==> src/rtl/branch_control.sv <==
// rtl/branch_control.sv - ID-stage branch sequencer: operand hazard stall, condition evaluation, PC redirect
module branch_control #(
    parameter int DATA_W = 32,
    parameter int CNT_W  = 16
) (
    input  logic              clock,
    input  logic              reset,
    input  logic              br_valid,
    input  logic [2:0]        br_code,
    input  logic [4:0]        rs_addr,
    input  logic [4:0]        rt_addr,
    input  logic [DATA_W-1:0] rs_data,
    input  logic [DATA_W-1:0] rt_data,
    input  logic [DATA_W-1:0] target,
    input  logic [4:0]        ex_rd,
    input  logic              ex_reg_write,
    input  logic              ex_mem_read,
    input  logic [4:0]        mem_rd,
    input  logic              mem_mem_read,
    output logic              stall,
    output logic              pc_load,
    output logic [DATA_W-1:0] pc_target,
    output logic              flush_ifid,
    output logic [CNT_W-1:0]  branch_count,
    output logic [CNT_W-1:0]  taken_count
);

    typedef enum logic [1:0] {S_IDLE, S_WAIT, S_REDIRECT} state_t;

    state_t              state_q, state_d;
    logic [1:0]          cnt_q, cnt_d;
    logic [DATA_W-1:0]   pc_target_q;
    logic [CNT_W-1:0]    branch_cnt_q, taken_cnt_q;

    logic                uses_ops, is_branch, cond_taken, evaluate;
    logic [1:0]          h_rs, h_rt, h;

    assign uses_ops  = (br_code >= 3'd1) && (br_code <= 3'd4);
    assign is_branch = br_valid && (br_code >= 3'd1) && (br_code <= 3'd5);

    // Load in EX needs two cycles to reach the forward path; ALU result in EX or load in MEM needs one.
    always_comb begin
        h_rs = 2'd0;
        if (rs_addr != 5'd0) begin
            if (ex_mem_read && ex_rd == rs_addr)
                h_rs = 2'd2;
            else if ((ex_reg_write && ex_rd == rs_addr) || (mem_mem_read && mem_rd == rs_addr))
                h_rs = 2'd1;
        end
        h_rt = 2'd0;
        if (rt_addr != 5'd0) begin
            if (ex_mem_read && ex_rd == rt_addr)
                h_rt = 2'd2;
            else if ((ex_reg_write && ex_rd == rt_addr) || (mem_mem_read && mem_rd == rt_addr))
                h_rt = 2'd1;
        end
        h = 2'd0;
        if (uses_ops)
            h = (h_rs > h_rt) ? h_rs : h_rt;
    end

    always_comb begin
        cond_taken = 1'b0;
        case (br_code)
            3'd1:    cond_taken = (rs_data == rt_data);
            3'd2:    cond_taken = (rs_data != rt_data);
            3'd3:    cond_taken = ($signed(rs_data) > $signed(rt_data));
            3'd4:    cond_taken = ($signed(rs_data) < $signed(rt_data));
            3'd5:    cond_taken = 1'b1;
            default: cond_taken = 1'b0;
        endcase
    end

    always_comb begin
        state_d    = state_q;
        cnt_d      = cnt_q;
        stall      = 1'b0;
        pc_load    = 1'b0;
        flush_ifid = 1'b0;
        evaluate   = 1'b0;
        case (state_q)
            S_IDLE: begin
                if (is_branch) begin
                    if (h != 2'd0) begin
                        stall   = 1'b1;
                        cnt_d   = h - 2'd1;
                        state_d = S_WAIT;
                    end else begin
                        evaluate = 1'b1;
                    end
                end
            end
            S_WAIT: begin
                // Instruction vanished from ID (external flush): drop it without counting.
                if (!is_branch) begin
                    state_d = S_IDLE;
                end else if (cnt_q != 2'd0) begin
                    stall = 1'b1;
                    cnt_d = cnt_q - 2'd1;
                end else begin
                    evaluate = 1'b1;
                end
            end
            S_REDIRECT: begin
                pc_load    = 1'b1;
                flush_ifid = 1'b1;
                state_d    = S_IDLE;
            end
            default: state_d = S_IDLE;
        endcase
        if (evaluate)
            state_d = cond_taken ? S_REDIRECT : S_IDLE;
    end

    always_ff @(posedge clock) begin
        if (reset) begin
            state_q      <= S_IDLE;
            cnt_q        <= 2'd0;
            pc_target_q  <= '0;
            branch_cnt_q <= '0;
            taken_cnt_q  <= '0;
        end else begin
            state_q <= state_d;
            cnt_q   <= cnt_d;
            if (evaluate) begin
                branch_cnt_q <= branch_cnt_q + 1'b1;
                if (cond_taken) begin
                    taken_cnt_q <= taken_cnt_q + 1'b1;
                    pc_target_q <= target;
                end
            end
        end
    end

    assign pc_target    = pc_target_q;
    assign branch_count = branch_cnt_q;
    assign taken_count  = taken_cnt_q;

endmodule
==> config.mk <==
export PLATFORM = sky130hd
export DESIGN_NAME = branch_control
export DESIGN_NICKNAME = d
export VERILOG_FILES = /design/src/rtl/branch_control.sv
export SDC_FILE = /design/constraint.sdc
export NUM_CORES = 1
export LEC_CHECK = 0
export ABC_AREA = 1
export ABC_CLOCK_PERIOD_IN_PS = 5000
export BUFFER_PORTS_ARGS = -buffer_cell sky130_fd_sc_hd__buf_4
export CAP_MARGIN = 30
export CORE_AREA = 2 2 97 99
export DETAILED_ROUTE_END_ITERATION = 8
export DIE_AREA = 0 0 99 101
export GPL_TIMING_DRIVEN = 1
export PLACE_DENSITY = 0.92
export SLEW_MARGIN = 20
export SYNTH_ARGS = -nofsm -noshare
export SYNTH_HDL_FRONTEND = slang
export SYNTH_SLANG_ARGS = --single-unit
==> constraint.sdc <==
create_clock -name clock -period 5 [get_ports clock]
set_clock_uncertainty 0.05 [all_clocks]
set_input_delay 0.75 -clock clock [delete_from_list [all_inputs] [get_ports clock]]
set_output_delay 0.75 -clock clock [all_outputs]
set_load 0.03 [all_outputs]
==> results of run 1 <==
==> metal layers <==
layer	vias to the layer above	global-route usage, %	wire (microns)
li1	2589	-	-
met1	2255	29.6	5140
met2	180	44.2	6210
met3	41	7.84	978
met4	0	9.59	445
met5	-	0	0
==> worst max-delay path by stage <==
stage | endpoint | cells past startpoint | startpoint | slack, ps
floorplan | stall | 18 | rs_addr[0] | 1730
global placement | taken_count[15]$_SDFFE_PP0P_ | 19 | rt_addr[1] | 1110
detailed placement | taken_count[7]$_SDFFE_PP0P_ | 20 | rs_addr[1] | 980
CTS | stall | 19 | rt_addr[1] | 1350
global route | taken_count[9]$_SDFFE_PP0P_ | 19 | rt_addr[1] | 1010
finish | stall | 19 | ex_rd[1] | 1380
==> power by group <==
part | internal [W] | switching, W | total (W)
clock network | 0.000233 | 0.000230 | 0.000463
registers | 0.000556 | 0.0000105 | 0.000567
logic | 0.000140 | 0.000183 | 0.000323
==> cell families (layout without fill, tap and decap cells) <==
group,after synthesis,after routing,synth area share [%]
AO/OA/AOI/OAI,99,99,11.8
XOR/XNOR,28,28,5.24
adder cells (fa/ha/maj),37,37,9.89
buffers and inverters,122,305,11.2
flip-flops,68,68,29.1
AND/OR/NAND/NOR,340,340,32.8
==> metrics by stage <==
stage | hold WS (ps) | instances | setup slack [ps]
floorplan | 405 | 694 | 1730
global placement | 399 | 972 | 1110
detailed placement | 404 | 972 | 982
CTS | 416 | 988 | 1350
global route | 436 | 988 | 1010
finish | 416 | 988 | 1380
==> layout by cell type (no fill, tap or decap), drive strengths merged, types with 2 or more instances in the layout <==
master	n
a21oi	82
buf	193
clkbuf	9
clkinv	3
clkinvlp	2
dfxtp	68
ha	37
inv	97
nand2	178
nand3	75
nand4	6
nor2	56
nor3	16
nor4	6
o21a	2
o21ai	9
o22ai	4
xnor2	10
xor2	18
==> worst max-delay path, delay by kind of cell <==
family | cells | cell delay, ps
adder cells (fa/ha/maj) | 1 | 300
AND/OR/NAND/NOR | 11 | 1060
buffers and inverters | 6 | 570
AO/OA/AOI/OAI | 1 | 130
==> state kept, by name, indices dropped and copies added, names as in the netlist <==
register	count
pc_target	32
branch_count	16
taken_count	16
cnt_q	2
state_q	2
==> final cells by class <==
cell class | instances | area (sq um)
multi-input combinational | 504 | 2790
clock buffer | 9 | 124
sequential | 68 | 1360
clock inverter | 7 | 76.3
timing repair buffer | 193 | 1450
fill | 739 | 2680
inverter | 96 | 360
tap | 111 | 139
==> results.ini, run 1 <==
[worst_setup_path]
critical-path-max-stage-delay_ps=300
ff2ff_setup_slack_ps=2480
worst-path-max-fanout=4
r2r_end=taken_count[11]$_SDFFE_PP0P_
reg2reg_depth=10
critPathRequiredTime_ps=4200
cp.arrival_ps=2820
worstReg2RegStart=state_q[1]$_SDFFE_PP0P_
end_kind=output port
crit_type=primary input to output port
start_kind=primary input
crit_chain=buf_4, nand2_1, nand2_1, nor2_1, nand3_1, nor2_2, inv_1, nor2_1, inv_1, ha_1, nor2_1, o21a_1, inv_1, nand2_1, nand4_2, nand3_2, nand2_1, inv_1, buf_4
cp_slowest_cell=ha_1

[detailed_routing]
avgViaCountPerCell=5.13
vias=5065
wl_per_cell_microns=12.9
wl_microns=12800
drc=0
first_pass_iters=4
drtIter0Drc=209
antenna_left=0

[pwr]
leakage_nw=2.98
pwr_density_cell_nw_per_um2=215
finalPower_w=0.00135
ir_drop_v=0.000203

[sta]
rsz0062_at_grt=no
fmax_ghz=0.276
drv_slew=0
tns_ps=0
period_share_pct=72.4
min_period_ps=3620
slew_headroom_pct=41.9
worstMarginPinSlew_ps=869
setup_viol=0
hold_viol_final=0

[die]
io_pins=192
coreArea_sq_um=8980
die_x_microns=99
initial_core_util_pct=52.1
die_h_microns=101
die_area_sq_um=10000
rows=35

[cts]
cts_sinks=68
cts_buffer_depth=2
postCtsHoldBufs=0
cts_buffers=9
path_clk_slew_ps=80
post_cts_resized=0
h-tree-depth=3
worstSkewPairLatency_ps=360
cts_root_buffer=clkbuf_8
cts_tree=yes
post_cts_buffers=0

[placed_design]
portBuffers=191
place_area_sq_um=6100
dp_hpwl_microns=9730
place_congestion=0.934

[logic_synthesis]
synth_edf_count=0
synth_common_cells=176 x nand2_1, 90 x inv_1, 72 x a21oi_1
synth.largest_area_cell=dfxtp_1
synthFlopType=dfxtp_1
synth_area_leaders=dfxtp_1 29%, nand2_1 14%, ha_1 9.9%
syn-mean-instance-area_sq_um=6.74
synth.most_common_cell=nand2_1
yosys_warnings=0
synthesis.nets=856
async_flop_share_pct=0
yosysSeqAreaShare_pct=29.1
synth_top_area_share_pct=29.1
ys_ff_latch=68
synth_cell_types=33
synth_cells=694
syn_area_sq_um=4680

[finish]
antenna_cells=0
syn2layout_area_growth_pct=34.7
finish.utilization_pct=70.2
layout.nets=1034
drive_gt1_share_pct=28.3
fin_area_sq_um=6300

[worst_hold_path]
hold_depth=2
holdPathEnd=pc_target[0]$_SDFFE_PP0P_
hold_class=register to register
min_from=pc_target[0]$_SDFFE_PP0P_

[global_routing]
antenna_found_initial=0
grt_max_degree=64
grt_pass1_vias=4835
grt_use_total_pct=25.5
gr-total-overflow=0
grt_pass1_wl_microns=21100

[status]
status=complete, no violations

[flow_run]
drv_cap=0

Power figures use the tool's default switching activity.
==> inputs of run 2 (changes only) <==
--- a/config.mk
+++ b/config.mk
@@ -6,14 +6,14 @@
 export NUM_CORES = 1
 export LEC_CHECK = 0
 export ABC_AREA = 1
-export ABC_CLOCK_PERIOD_IN_PS = 5000
+export ABC_CLOCK_PERIOD_IN_PS = 2900
 export BUFFER_PORTS_ARGS = -buffer_cell sky130_fd_sc_hd__buf_4
 export CAP_MARGIN = 30
-export CORE_AREA = 2 2 97 99
+export CORE_AREA = 2 2 107 109
 export DETAILED_ROUTE_END_ITERATION = 8
-export DIE_AREA = 0 0 99 101
+export DIE_AREA = 0 0 109 111
 export GPL_TIMING_DRIVEN = 1
-export PLACE_DENSITY = 0.92
+export PLACE_DENSITY = 0.81
 export SLEW_MARGIN = 20
 export SYNTH_ARGS = -nofsm -noshare
 export SYNTH_HDL_FRONTEND = slang
==> constraint.sdc (replaced) <==
create_clock -name clock -period 2.9 [get_ports clock]
set_clock_uncertainty 0.05 [all_clocks]
set_input_delay 0.435 -clock clock [delete_from_list [all_inputs] [get_ports clock]]
set_output_delay 0.435 -clock clock [all_outputs]
set_load 0.03 [all_outputs]
==> run 2 against run 1 <==
Against the previous run: non-clock buffer count increased by 16; utilization down 9.8 points; highest routed layer unchanged; register-to-register slack worse by 1600 ps; routed wire length fell by 0.41%.
==> results.ini, run 2 (synthesized netlist as in run 1, its figures left out) <==
[status]
status=complete, no violations

[sta]
worstMarginPinSlew_ps=474  ; -395 ps
hold_viol_final=0  ; unchanged
drv_slew=0  ; unchanged
setup_slack_ps=142  ; -1240 ps
slew_headroom_pct=68.2  ; +26 points
setup_viol=0  ; unchanged
timing.hold.ws_ps=320  ; -95.4 ps
min_period_ps=2760
fmax_ghz=0.363
period_share_pct=95.1

[worst_setup_path]
end_kind=output port
crit_type=primary input to output port
start_kind=primary input
critPathRequiredTime_ps=2410  ; -1790 ps
cp.arrival_ps=2270  ; -550 ps
worst-path-max-fanout=3  ; -1

[finish]
multiInputGateArea_sq_um=2840  ; +1.5%
fill_cells=989  ; +34%
antenna_cells=0  ; unchanged
finalNonFillerCells=1036  ; +4.9%
area.sequential_sq_um=1360  ; unchanged
largest_reg_flops=32  ; unchanged
drive_gt1_share_pct=31.9  ; +3.6 points
layout.nets=1050  ; +1.5%
syn2layout_area_growth_pct=42.9
final_common_cell=buf_4
mostFrequentLayoutCells=196 x buf_4, 167 x nand2_1, 82 x inv_1, 72 x a21oi_1, 68 x dfxtp_1

[detailed_routing]
drtIter0Drc=249  ; +19%
wl_microns=12700  ; -0.41%
first_pass_iters=5  ; +1
avgViaCountPerCell=4.92  ; -4.1%
drc=0  ; unchanged
vias=5095  ; +0.59%
wl_per_cell_microns=12.3  ; -5.0%
antenna_left=0  ; unchanged

[global_routing]
met3_usage_pct=5.70  ; -2.1 points
use_met1_pct=25.5  ; -4.1 points
gr-total-overflow=0  ; unchanged
grt_pass1_wl_microns=21200  ; +0.65%
globalRouteMet2Util_pct=36.8  ; -7.5 points
grt_pass1_vias=4832  ; -0.062%
grt_use_total_pct=21.3  ; -4.2 points
antenna_found_initial=0  ; unchanged
grt_max_degree=37  ; -42%
grt-busiest-layer=met2

[die]
rows=39  ; +11%
initial_core_util_pct=42.2  ; -9.9 points
die_h_microns=111  ; +9.9%
coreArea_sq_um=11100  ; +23%
io_pins=192  ; unchanged
die_x_microns=109  ; +10%
die_area_sq_um=12100  ; +21%

[cts]
worstSkewPairLatency_ps=330  ; -30 ps
h-tree-depth=3  ; unchanged
cts_tree=yes
postCtsHoldBufs=0  ; unchanged
cts_buffer_depth=2  ; unchanged
cts_buffers=9  ; unchanged
path_clk_slew_ps=60  ; -20 ps
cts_root_buffer=clkbuf_16
cts_sinks=68  ; unchanged

[worst_hold_path]
hold_class=primary input to register

[pwr]
leakage_nw=3.12  ; +4.9%
ir_drop_v=0.000426  ; +110%
pwr_density_cell_nw_per_um2=394  ; +83%

[placed_design]
dp.cells=1019  ; +4.8%
place_congestion=0.897  ; -3.9%
dp_hpwl_microns=9820  ; +0.87%
portBuffers=191  ; unchanged
dpl_worst_slack_ps=-97.6  ; -1080 ps

[flow_run]
drv_cap=0  ; unchanged

run 2: cell count changes in the layout (fill, tap and decap cells not counted), sizes merged:
| cell | change |
|---|---|
| inv | +2 |
| bufinv | -1 |
| clkbuf | +1 |
| clkinv | -2 |
| buf | +16 |
run 2: final timing paths:
check	from	end	slack [ps]	cells after the start
worst max-delay path	rs_addr[4]	stall	140	17
worst min-delay path	target[31]	pc_target[31]$_SDFFE_PP0P_	320	3
worst min register to register	pc_target[7]$_SDFFE_PP0P_	pc_target[7]$_SDFFE_PP0P_	410	2
worst max register to register	taken_count[0]$_SDFFE_PP0P_	taken_count[15]$_SDFFE_PP0P_	840	7
run 2: area by class of cell:
| class | instances | share of cell area (%) |
|---|---|---|
| multi-input combinational | 504 | 42.4 |
| clock buffer | 10 | 3.57 |
| clock inverter | 6 | 0.692 |
| sequential | 68 | 20.4 |
| tap | 143 | 2.67 |
| inverter | 96 | 5.42 |
| timing repair buffer | 209 | 24.9 |
run 2: timing repair:
action,4_1_cts,5_1_grt
gates resized for setup,0,31
endpoints found under the setup margin,0,8
buffers inserted,0,1
run 2: through the flow:
stage | TNS (ps) | instance area [sq um] | power (W) | utilization, %
after floorplan | 0 | 4680 | 0.00134 | -
after global placement | 0 | 6320 | 0.00159 | 57.0
after detailed placement | -956 | 6320 | 0.00160 | 57.0
after CTS | 0 | 6600 | 0.00265 | 59.6
after global routing | -3.66 | 6690 | 0.00277 | 60.4
final | 0 | 6690 | 0.00263 | 60.4
run 2: worst max-delay path, cell delays in order:
cell	delay, ps
buf_4	130
xnor2_1	190
nand3_1	120
nor2_2	130
inv_1	50
nor2_2	130
inv_2	60
ha_4	260
nor2_2	30
o21a_1	190
inv_1	50
nand2_1	50
nand4_2	70
nand3_2	100
nand2_2	100
inv_2	40
buf_6	130
run 2: report_power, final:
group | internal, W | switching (W) | leakage [nW]
combinational | 0.000283 | 0.000325 | 2.44
sequential | 0.000961 | 0.0000177 | 0.550
clock | 0.000609 | 0.000439 | 0.136
total | 0.00185 | 0.000781 | 3.12
run 2: routing by layer:
| layer | wire (microns) | vias to the layer above |
|---|---|---|
| met2 | 6220 | 143 |
| met3 | 793 | 21 |
| met1 | 5470 | 2295 |
| met4 | 235 | 0 |
| met5 | 0 | - |
| li1 | - | 2636 |
==> inputs of run 3 (changes only) <==
--- a/config.mk
+++ b/config.mk
@@ -9,11 +9,11 @@
 export ABC_CLOCK_PERIOD_IN_PS = 2900
 export BUFFER_PORTS_ARGS = -buffer_cell sky130_fd_sc_hd__buf_4
 export CAP_MARGIN = 30
-export CORE_AREA = 2 2 107 109
+export CORE_AREA = 2 2 98 118
 export DETAILED_ROUTE_END_ITERATION = 8
-export DIE_AREA = 0 0 109 111
+export DIE_AREA = 0 0 100 120
 export GPL_TIMING_DRIVEN = 1
-export PLACE_DENSITY = 0.81
+export PLACE_DENSITY = 0.82
 export SLEW_MARGIN = 20
 export SYNTH_ARGS = -nofsm -noshare
 export SYNTH_HDL_FRONTEND = slang
==> run 3 against run 2 <==
Against the previous run: sequential power hardly changed; utilization is 1.1 points higher; power is 4.7% higher; register-to-register slack better by 130 ps; critical endpoint unchanged; largest power group unchanged.
==> results.ini, run 3 (synthesized netlist as in run 1, its figures left out) <==
[finish]
largest_reg_flops=32  ; unchanged
mostFrequentLayoutCells=200 x buf_4, 165 x nand2_1, 81 x inv_1, 71 x a21oi_1, 68 x dfxtp_1
antenna_cells=0  ; unchanged
syn2layout_area_growth_pct=43.6
final_common_cell=buf_4
fill_cells=993  ; +0.40%
layout.nets=1049  ; -0.095%
finalNonFillerCells=1023  ; -1.3%
drive_gt1_share_pct=32.7  ; +0.75 points

[pwr]
p_comb_share_pct=22.2  ; -0.9 points
switchingPower_w=0.000750  ; -4.0%
pwr_density_cell_nw_per_um2=411  ; +4.2%
p_int_w=0.00201  ; +8.4%
finalPower_w=0.00276  ; +4.7%
clockPowerShare_pct=42.4  ; +2.6 points
leakage_nw=3.13  ; +0.40%
ir_drop_v=0.000477  ; +12%
swShare_pct=27.2  ; -2.5 points
p_seq_share_pct=35.4  ; -1.7 points

[detailed_routing]
drc=0  ; unchanged
vias=5072  ; -0.45%
antenna_left=0  ; unchanged
first_pass_iters=4  ; -1
avgViaCountPerCell=4.96  ; +0.81%
wl_microns=13300  ; +4.4%
drtIter0Drc=258  ; +3.6%
wl_per_cell_microns=13.0  ; +5.7%

[die]
coreArea_sq_um=10900  ; -1.3%
die_area_sq_um=12000  ; -0.82%
die_x_microns=100  ; -8.3%
rows=42  ; +7.7%
initial_core_util_pct=42.8  ; +0.57 points
io_pins=192  ; unchanged
die_h_microns=120  ; +8.1%

[worst_setup_path]
start_kind=primary input
r2r_end=taken_count[15]$_SDFFE_PP0P_
critPathRequiredTime_ps=2410  ; about the same
end_kind=output port
crit_type=primary input to output port
cp.arrival_ps=2330  ; +60 ps
worstReg2RegStart=taken_count[0]$_SDFFE_PP0P_
reg2reg_depth=7  ; unchanged
worst-path-max-fanout=3  ; unchanged
ff2ff_setup_slack_ps=970  ; +130 ps

[sta]
worstMarginPinSlew_ps=542  ; +68.0 ps
setup_viol=0  ; unchanged
fmax_ghz=0.355  ; -2.0%
timing.hold.ws_ps=327  ; +6.87 ps
drv_slew=0  ; unchanged
period_share_pct=97.1  ; +2.0 points
slew_headroom_pct=63.6  ; -4.6 points
min_period_ps=2810  ; +57.1 ps
rsz0062_at_grt=yes
hold_viol_final=0  ; unchanged

[placed_design]
portBuffers=191  ; unchanged
place_congestion=0.937  ; +4.4%
dp.cells=1004  ; -1.5%
dp_hpwl_microns=10200  ; +3.7%

[cts]
cts_sinks=68  ; unchanged
h-tree-depth=3  ; unchanged
worstSkewPairLatency_ps=330  ; about the same
cts_root_buffer=clkbuf_16
cts_buffer_depth=2  ; unchanged
cts_tree=yes
postCtsHoldBufs=0  ; unchanged
path_clk_slew_ps=60  ; about the same
cts_buffers=9  ; unchanged

[status]
status=complete, no violations

[worst_hold_path]
hold_depth=3  ; unchanged
hold_class=primary input to register
holdPathEnd=pc_target[31]$_SDFFE_PP0P_
min_from=target[31]

[global_routing]
grt_pass1_vias=5022  ; +3.9%
grt_max_degree=46  ; +24%
gr-total-overflow=0  ; unchanged
grt_pass1_wl_microns=22200  ; +4.8%
antenna_found_initial=0  ; unchanged
grt_use_total_pct=22.5  ; +1.2 points

[flow_run]
drv_cap=0  ; unchanged

run 3: per-stage QoR:
step | setup WS (ps) | cell area (sq um) | TNS (ps) | util, %
final | 85.1 | 6720 | 0 | 61.5
after global routing | -108 | 6720 | -108 | 61.5
after detailed placement | -78.6 | 6250 | -976 | 57.2
after global placement | 81.9 | 6250 | 0 | 57.2
after CTS | 20.7 | 6570 | 0 | 60.1
after floorplan | 256 | 4680 | 0 | -
run 3: routing by layer:
metal  up-vias  part of all wire (%)  wire length (microns)  GRT usage, %
met4         0                   2.4                    318          7.45
met1      2268                    40                   5300          26.2
met3        27                   6.4                    853          5.88
li1       2631                     -                      -             -
met2       146                    51                   6810          39.8
met5         -                     0                      0             0
run 3: what timing repair did:
action	in CTS	in global routing
endpoints found under the hold margin	0	0
gates resized for setup	2	40
setup buffers	0	4
setup endpoints to repair	1	50
pin swaps	0	19
run 3: worst max path at each step:
stage / start / end / slack, ps / cells after the start
floorplan: rs_addr[0] / stall / 260 / 18
global placement: ex_rd[2] / stall / 80 / 20
detailed placement: ex_rd[2] / pc_target[3]$_SDFFE_PP0P_ / -80 / 20
CTS: ex_rd[2] / stall / 20 / 20
global route: rs_addr[1] / stall / -110 / 20
finish: ex_rd[1] / stall / 90 / 19
run 3: power groups by stage:
stage | clock [W] | combinational (W) | sequential, W
3_5_place_dp | 0 | 0.000584 | 0.000997
3_3_place_gp | 0 | 0.000577 | 0.000997
6_report | 0.00117 | 0.000611 | 0.000977
2_1_floorplan | 0 | 0.000293 | 0.00104
5_1_grt | 0.00124 | 0.000680 | 0.000981
4_1_cts | 0.00120 | 0.000587 | 0.000977
run 3: cell type report:
class / count / area, sq um / area share, %
multi-input combinational: 504 / 2890 / 42.9
timing repair buffer: 208 / 1630 / 24.2
sequential: 68 / 1360 / 20.3
inverter: 96 / 365 / 5.44
clock buffer: 11 / 243 / 3.61
tap: 132 / 165 / 2.46
clock inverter: 4 / 73.8 / 1.10
run 3: critical path: stages:
cell     delay [ps]
buf_4           130
inv_2            60
nand2_1          60
a21oi_2         160
nand3_2         110
nor2_2          130
nor2_1           50
nand2_1          90
inv_1            60
ha_1            280
nand2_2          70
o21a_1          130
inv_1            40
nand2_1          60
nand4_2          90
nand3_2         120
nand2_2          70
inv_2            60
buf_6           130
